--- config.mk ---
export PLATFORM = sky130hd
export DESIGN_NAME = mod_counter
export DESIGN_NICKNAME = d
export VERILOG_FILES = /design/src/rtl/mod_counter_pkg.sv /design/src/rtl/mod_counter_prescaler.sv /design/src/rtl/mod_counter.sv
export SDC_FILE = /design/constraint.sdc
export NUM_CORES = 1
export LEC_CHECK = 0
export ABC_CLOCK_PERIOD_IN_PS = 2300
export CORE_MARGIN = 4
export CORE_UTILIZATION = 48
export CTS_CLUSTER_DIAMETER = 100
export DETAILED_ROUTE_END_ITERATION = 12
export PLACE_DENSITY = 0.79
export SLEW_MARGIN = 20
export SYNTH_ARGS = -nofsm -noshare
export SYNTH_HDL_FRONTEND = slang
export SYNTH_SLANG_ARGS = --single-unit
--- constraint.sdc ---
create_clock -name clock_i -period 2.3 [get_ports clock_i]
set_input_delay 0.345 -clock clock_i [delete_from_list [all_inputs] [get_ports clock_i]]
set_output_delay 0.345 -clock clock_i [all_outputs]
set_load 0.01 [all_outputs]
--- src/rtl/mod_counter_pkg.sv ---
// Shared helpers for the modulo counter: prescaler width sizing and
// the parameter legality rule used at elaboration.
package mod_counter_pkg;

  function automatic int clog2_min1(input int value);
    int bits;
    bits = $clog2(value);
    return (bits < 1) ? 1 : bits;
  endfunction

  // MODULO is compared as a 64-bit value so 2**WIDTH cannot overflow the check.
  function automatic bit params_legal(input int width, input longint modulo,
                                      input int prescale);
    return (width >= 1) && (width <= 62) && (modulo >= 2) &&
           (modulo <= (longint'(1) << width)) && (prescale >= 1);
  endfunction

endpackage

--- src/rtl/mod_counter_prescaler.sv ---
// Input prescaler: emits a one-cycle step every PRESCALE enabled cycles.
module mod_counter_prescaler
  import mod_counter_pkg::*;
#(
  parameter int PRESCALE = 1
) (
  input  logic clock_i,
  input  logic reset_i,
  input  logic enable_i,
  input  logic restart_i,
  output logic step_o
);

  localparam int PRE_W = clog2_min1(PRESCALE);
  localparam logic [PRE_W-1:0] PRE_LAST = PRE_W'(PRESCALE - 1);

  logic [PRE_W-1:0] pre;

  // Clear/load restart the prescale window so a step never follows them early.
  always_ff @(posedge clock_i or posedge reset_i) begin
    if (reset_i) begin
      pre <= '0;
    end else if (restart_i) begin
      pre <= '0;
    end else if (enable_i) begin
      if (pre == PRE_LAST) begin
        pre <= '0;
      end else begin
        pre <= pre + 1'b1;
      end
    end
  end

  assign step_o = enable_i & ~restart_i & (pre == PRE_LAST);

endmodule

--- src/rtl/mod_counter.sv ---
// Modulo-N up/down counter with prescaler, synchronous clear/load
// and a registered wrap pulse.
module mod_counter
  import mod_counter_pkg::*;
#(
  parameter int WIDTH    = 8,
  parameter int MODULO   = 2 ** WIDTH,
  parameter int PRESCALE = 1
) (
  input  logic             clock_i,
  input  logic             reset_i,
  input  logic             enable_i,
  input  logic             up_i,
  input  logic             clear_i,
  input  logic             load_i,
  input  logic [WIDTH-1:0] load_value_i,
  output logic [WIDTH-1:0] counter_value_o,
  output logic             wrap_o
);

  generate
    if (!params_legal(WIDTH, longint'(MODULO), PRESCALE)) begin : g_bad_params
      $error("mod_counter: illegal WIDTH/MODULO/PRESCALE combination");
    end
  endgenerate

  localparam logic [WIDTH-1:0] MAX_COUNT = WIDTH'(MODULO - 1);

  logic             step;
  logic             restart;
  logic [WIDTH-1:0] load_clamped;

  assign restart      = clear_i | load_i;
  assign load_clamped = (load_value_i > MAX_COUNT) ? MAX_COUNT : load_value_i;

  mod_counter_prescaler #(
    .PRESCALE (PRESCALE)
  ) u_prescaler (
    .clock_i   (clock_i),
    .reset_i   (reset_i),
    .enable_i  (enable_i),
    .restart_i (restart),
    .step_o    (step)
  );

  // Priority: clear, then load, then a step in the sampled direction.
  always_ff @(posedge clock_i or posedge reset_i) begin
    if (reset_i) begin
      counter_value_o <= '0;
      wrap_o          <= 1'b0;
    end else if (clear_i) begin
      counter_value_o <= '0;
      wrap_o          <= 1'b0;
    end else if (load_i) begin
      counter_value_o <= load_clamped;
      wrap_o          <= 1'b0;
    end else if (step) begin
      if (up_i) begin
        if (counter_value_o == MAX_COUNT) begin
          counter_value_o <= '0;
          wrap_o          <= 1'b1;
        end else begin
          counter_value_o <= counter_value_o + 1'b1;
          wrap_o          <= 1'b0;
        end
      end else begin
        if (counter_value_o == '0) begin
          counter_value_o <= MAX_COUNT;
          wrap_o          <= 1'b1;
        end else begin
          counter_value_o <= counter_value_o - 1'b1;
          wrap_o          <= 1'b0;
        end
      end
    end else begin
      wrap_o <= 1'b0;
    end
  end

endmodule

# Yosys cells after proc, flatten, opt, wreduce, memory -nomap -nowiden
# Cells that the tools add are included.
# classes
addsub,3
n_eq_ne,1
bitwise_logic,5
n_lt_le_gt_ge,1
muxes,16
n_reduce_logical,3
# ops
op,count
two-way mux 8 bit,7
two-way mux 1 bit,9
adder 8 x 1 -> 8 bit (second input constant),1
== test 8 bit (second input constant),1
> comparator 8 bit (second input constant),1
logical NOT 8 bit,1
subtractor 8 x 1 -> 8 bit (second input constant),1
nonzero test 3 bit,1
bitwise AND 1 bit,2
inverter 1 bit,2
nonzero test 2 bit,1
adder 1 bit (second input constant),1
OR 1 bit,1
# word_totals
elab_cells,32
reg_bits,10

# Logic depth before layout (Yosys ltp)
# depth
word_depth,7
mapped_depth,6
ltp_nobuf,6

# Cells and area by module
# A second synthesis with hierarchy kept.
# unflattened
hier_cells,114
area_unflattened_um2,960.9
# modules_own_cells
mod,area_per_inst_um2,cells_each,n_inst
mod_counter,947.2,113,1
mod_counter_prescaler,13.8,1,1

# Least setup slack after synthesis
# OpenSTA, ideal clock, no wires.
# synth_path
path_kind,flip-flop to flip-flop
start,register counter_value_o[1]
end,register counter_value_o[6]
slack_ns,0.484
stages_incl_launch_ff,6
arrival_ns,1.712
t_required_ns,2.196
path_cell_list,dfrtp_1 ha_1 nand2_1 o211a_1 or4_1 a221oi_1
# synth_between
elab_chain_len,6
elab_cells_between_ends,10
# synth_rtl
element,line_no,rtl
start: declaration,mod_counter.sv:17,"output logic [WIDTH-1:0] counter_value_o,"
start signal: assignment,mod_counter.sv:55,counter_value_o <= load_clamped;
start signal: assignment,mod_counter.sv:63,counter_value_o <= counter_value_o + 1'b1;
start signal: assignment,mod_counter.sv:71,counter_value_o <= counter_value_o - 1'b1;
"subtractor 8 x 1 -> 8 bit, or another cell as far along",mod_counter.sv:71,
two-way mux 8 bit (on tied branches),"mod_counter.sv:67, mod_counter.sv:59",
two-way mux 8 bit (*),mod_counter.sv:58,if (up_i) begin
two-way mux 8 bit (*),mod_counter.sv:57,end else if (step) begin
two-way mux 8 bit (*),mod_counter.sv:54,end else if (load_i) begin
two-way mux 8 bit (*),mod_counter.sv:51,end else if (clear_i) begin
# Every way passes the cells marked *; elsewhere a longest branch is shown, timed or not. The select of a mux whose other input is x is not followed.
# A chain may end at the register's enable or synchronous reset.

# Worst setup path after layout
# Same ends and word-level chain as after synthesis.

==> flow_metrics.env <==
export IMPL_maxSlewViolCount=0
export IMPL_synth_top_family_by_area="compound AO/OA/AOI/OAI gates"
export IMPL_synth_seq_area_share_pct=25.03
export IMPL_grt_first_pass_wirelength_um=4278
export IMPL_ctsHoldBuffers=0
export IMPL_layout_cells_non_filler=159
export IMPL_place_congestion=0.9571
export IMPL_synth_area_um2=899.6
export IMPL_fp_dieW_um=51.29
export IMPL_synthArstFlopShare_pct=100.0
export IMPL_p_per_area_mw_per_mm2=446.3
export IMPL_ios=23
export IMPL_r2r_cells=5
export IMPL_numCtsBuffers=3
export IMPL_synth_edff_count=0
export IMPL_crit_path_end_kind="register"
export IMPL_timing_rr_start="counter_value_o[1]"
export IMPL_synth_xor_area_share_pct=3.894
export IMPL_outcome="completed"
export IMPL_grt_remaining_overflow=0
export IMPL_die_area_mm2=0.002631
export IMPL_drive_gt1_share_pct=11.19
export IMPL_insertion_delay_ns=0.26
export IMPL_io_buffers=22
export IMPL_fin_nets=152
export IMPL_synth_nets=130
export IMPL_clockBufferDepth=2
export IMPL_crit_path_end="counter_value_o[6]"
export IMPL_dr_pass1_iters=4
export IMPL_drt_iter0_drc=58
export IMPL_fillers=160
export IMPL_diodes=0
export IMPL_core_area_mm2=0.001745
export IMPL_leakage_uw=0.0004525
export IMPL_timing_final_crit_share_pct=86.60
export IMPL_synth_compound_area_share_pct=29.62
export IMPL_synthAdderAreaFrac_pct=4.172
export IMPL_synth_simple_area_share_pct=26.43
export IMPL_rsz0062_at_grt="no"
export IMPL_avgViaCountPerCell=6.006
export IMPL_path_class="reg -> reg"
export IMPL_required_ns=2.46
export IMPL_ys_ff_latch=9
export IMPL_grt_pass1_vias=922
export IMPL_syn_inst=113
export IMPL_antenna_left=0
export IMPL_ys_types=47
export IMPL_crit_start="counter_value_o[1]"
export IMPL_tightestPinTransition_ns=0.4512
export IMPL_grt_max_degree=17
export IMPL_synth_flop_cell="dfrtp_1"
export IMPL_drc=0
export IMPL_ir_worst_vdd_v=0.0003356
export IMPL_maxCapViolCount=0
export IMPL_hold_viol_final=0
export IMPL_period_minus_slack_ns=1.992
export IMPL_clkTransAtPathRegs_ns=0.07
export IMPL_path_max_fanout=9
export IMPL_initial_core_util_pct=51.54
export IMPL_post_cts_resized=0
export IMPL_num_rows=15
export IMPL_drt_total_wl_um=2427
export IMPL_finalSetupTns_ns=0
export IMPL_dp_hpwl_um=1820
export IMPL_setup_viol=0
export IMPL_synth_area_per_cell_um2=7.961
export IMPL_syn_to_final_growth_pct=30.18
export IMPL_cts_sinks=9
export IMPL_cts_setup_buffers=0
export IMPL_cts_root_buf="clkbuf_4"
export IMPL_dp_cells=155
export IMPL_antenna_found_initial=0
export IMPL_grt_usage_pct=21.09
export IMPL_yosysWarnings=0
export IMPL_cts_tree="yes"
export IMPL_htreeDepth=1
export IMPL_fmaxAchievable_mhz=502.1
export IMPL_r2r_end="counter_value_o[6]"
export IMPL_r2r_slack_ns=0.31
export IMPL_fin_util_pct=67.10
export IMPL_hp_class="in -> async"
export IMPL_wire_per_inst_um=15.26
export IMPL_finClkSkew_ns=0.005864
export IMPL_die_y_um=51.29
export IMPL_slew_headroom_pct=69.82
export IMPL_crit_path_start_kind="register"
export IMPL_synthMuxAreaShare_pct=3.477
export IMPL_vias=955
export IMPL_arrival_ns=2.15
-- through the flow --
| step | power, uW | worst slack [ns] | cell area [um2] | hold WS, ns |
|---|---|---|---|---|
| after global routing | 556.8 | 0.2009 | 1171 | 0.3836 |
| final | 522.7 | 0.3082 | 1171 | 0.3658 |
| after global placement | 395.4 | 0.3526 | 1145 | 0.6420 |
| after floorplan | 321.3 | 0.4843 | 899.6 | 0.1729 |
| after CTS | 523.8 | 0.3132 | 1171 | 0.3761 |
| after detailed placement | 399.0 | 0.3372 | 1145 | 0.6559 |
-- cell usage after synthesis, types with 3 or more instances --
library cell  instances  area share, %
a21oi_1               9            5.0
clkbuf_1              5            2.1
dfrtp_1               9             25
ha_1                  3            4.2
inv_1                 6            2.5
nand2_1               8            3.3
nand3_1               7            3.9
nor2_1                7            2.9
nor3b_1               4            3.3
o21ai_0               6            3.3
-- sequential cells by signal, indices dropped and copies added (netlist names) --
name and flops:
wrap_o 1, counter_value_o 8
-- worst max-delay path, stage by stage (launching register included) --
cell and delay, ns:
dfrtp_1 0.51, ha_1 0.30, nand2_1 0.11, o211a_1 0.23, or4_1 0.46, a221oi_1 0.27
-- worst min path at each step --
stage | start | to | slack (ns) | cells past startpoint
2_1_floorplan | reset_i | counter_value_o[0] | 0.17 | 1
3_3_place_gp | reset_i | counter_value_o[5] | 0.64 | 2
3_5_place_dp | reset_i | counter_value_o[5] | 0.66 | 2
4_1_cts | reset_i | counter_value_o[0] | 0.38 | 2
5_1_grt | reset_i | counter_value_o[0] | 0.38 | 2
6_report | reset_i | counter_value_o[1] | 0.37 | 2
-- power breakdown --
part | internal [uW] | switching [uW]
Clock | 66.9 | 58.4
Combinational | 107 | 90.5
Sequential | 169 | 30.7
-- cell type report --
type                    instances  area [um2]  share of cell area (%)
well taps                      25       31.28                   2.671
multi-input cells              88       608.1                   51.92
clock buffers                   4       26.28                   2.244
repair buffers                 27       257.7                   22.01
flip-flops and latches          9       225.2                   19.23
inverters                       6       22.52                   1.923
-- cells in the final DEF, fill, tap and decap left out, drive strengths merged, types with 3 or more instances in the layout --
cell type / n
clkbuf: 4
nor3b: 4
o21ai: 6
buf: 5
nand3: 7
nand2: 8
nor2: 7
inv: 6
ha: 3
a21oi: 9
dfrtp: 9
clkdlybuf4s50: 22
-- metal layers --
metal  routed length (um)  GRT usage, %
met5                    0             0
met3                  179         3.790
met1                 1070         30.40
met2                 1165         32.40
met4                   12         5.240
-- cell families after synthesis --
kind of cell | Yosys count
and+or+nand+nor | 41
AOI/OAI and AO/OA | 37
DFF | 9
muxes | 3
buffers and inverters | 16
adders and majority gates | 3
xor gates and xnor gates | 4
Power figures use the tool's default switching activity.
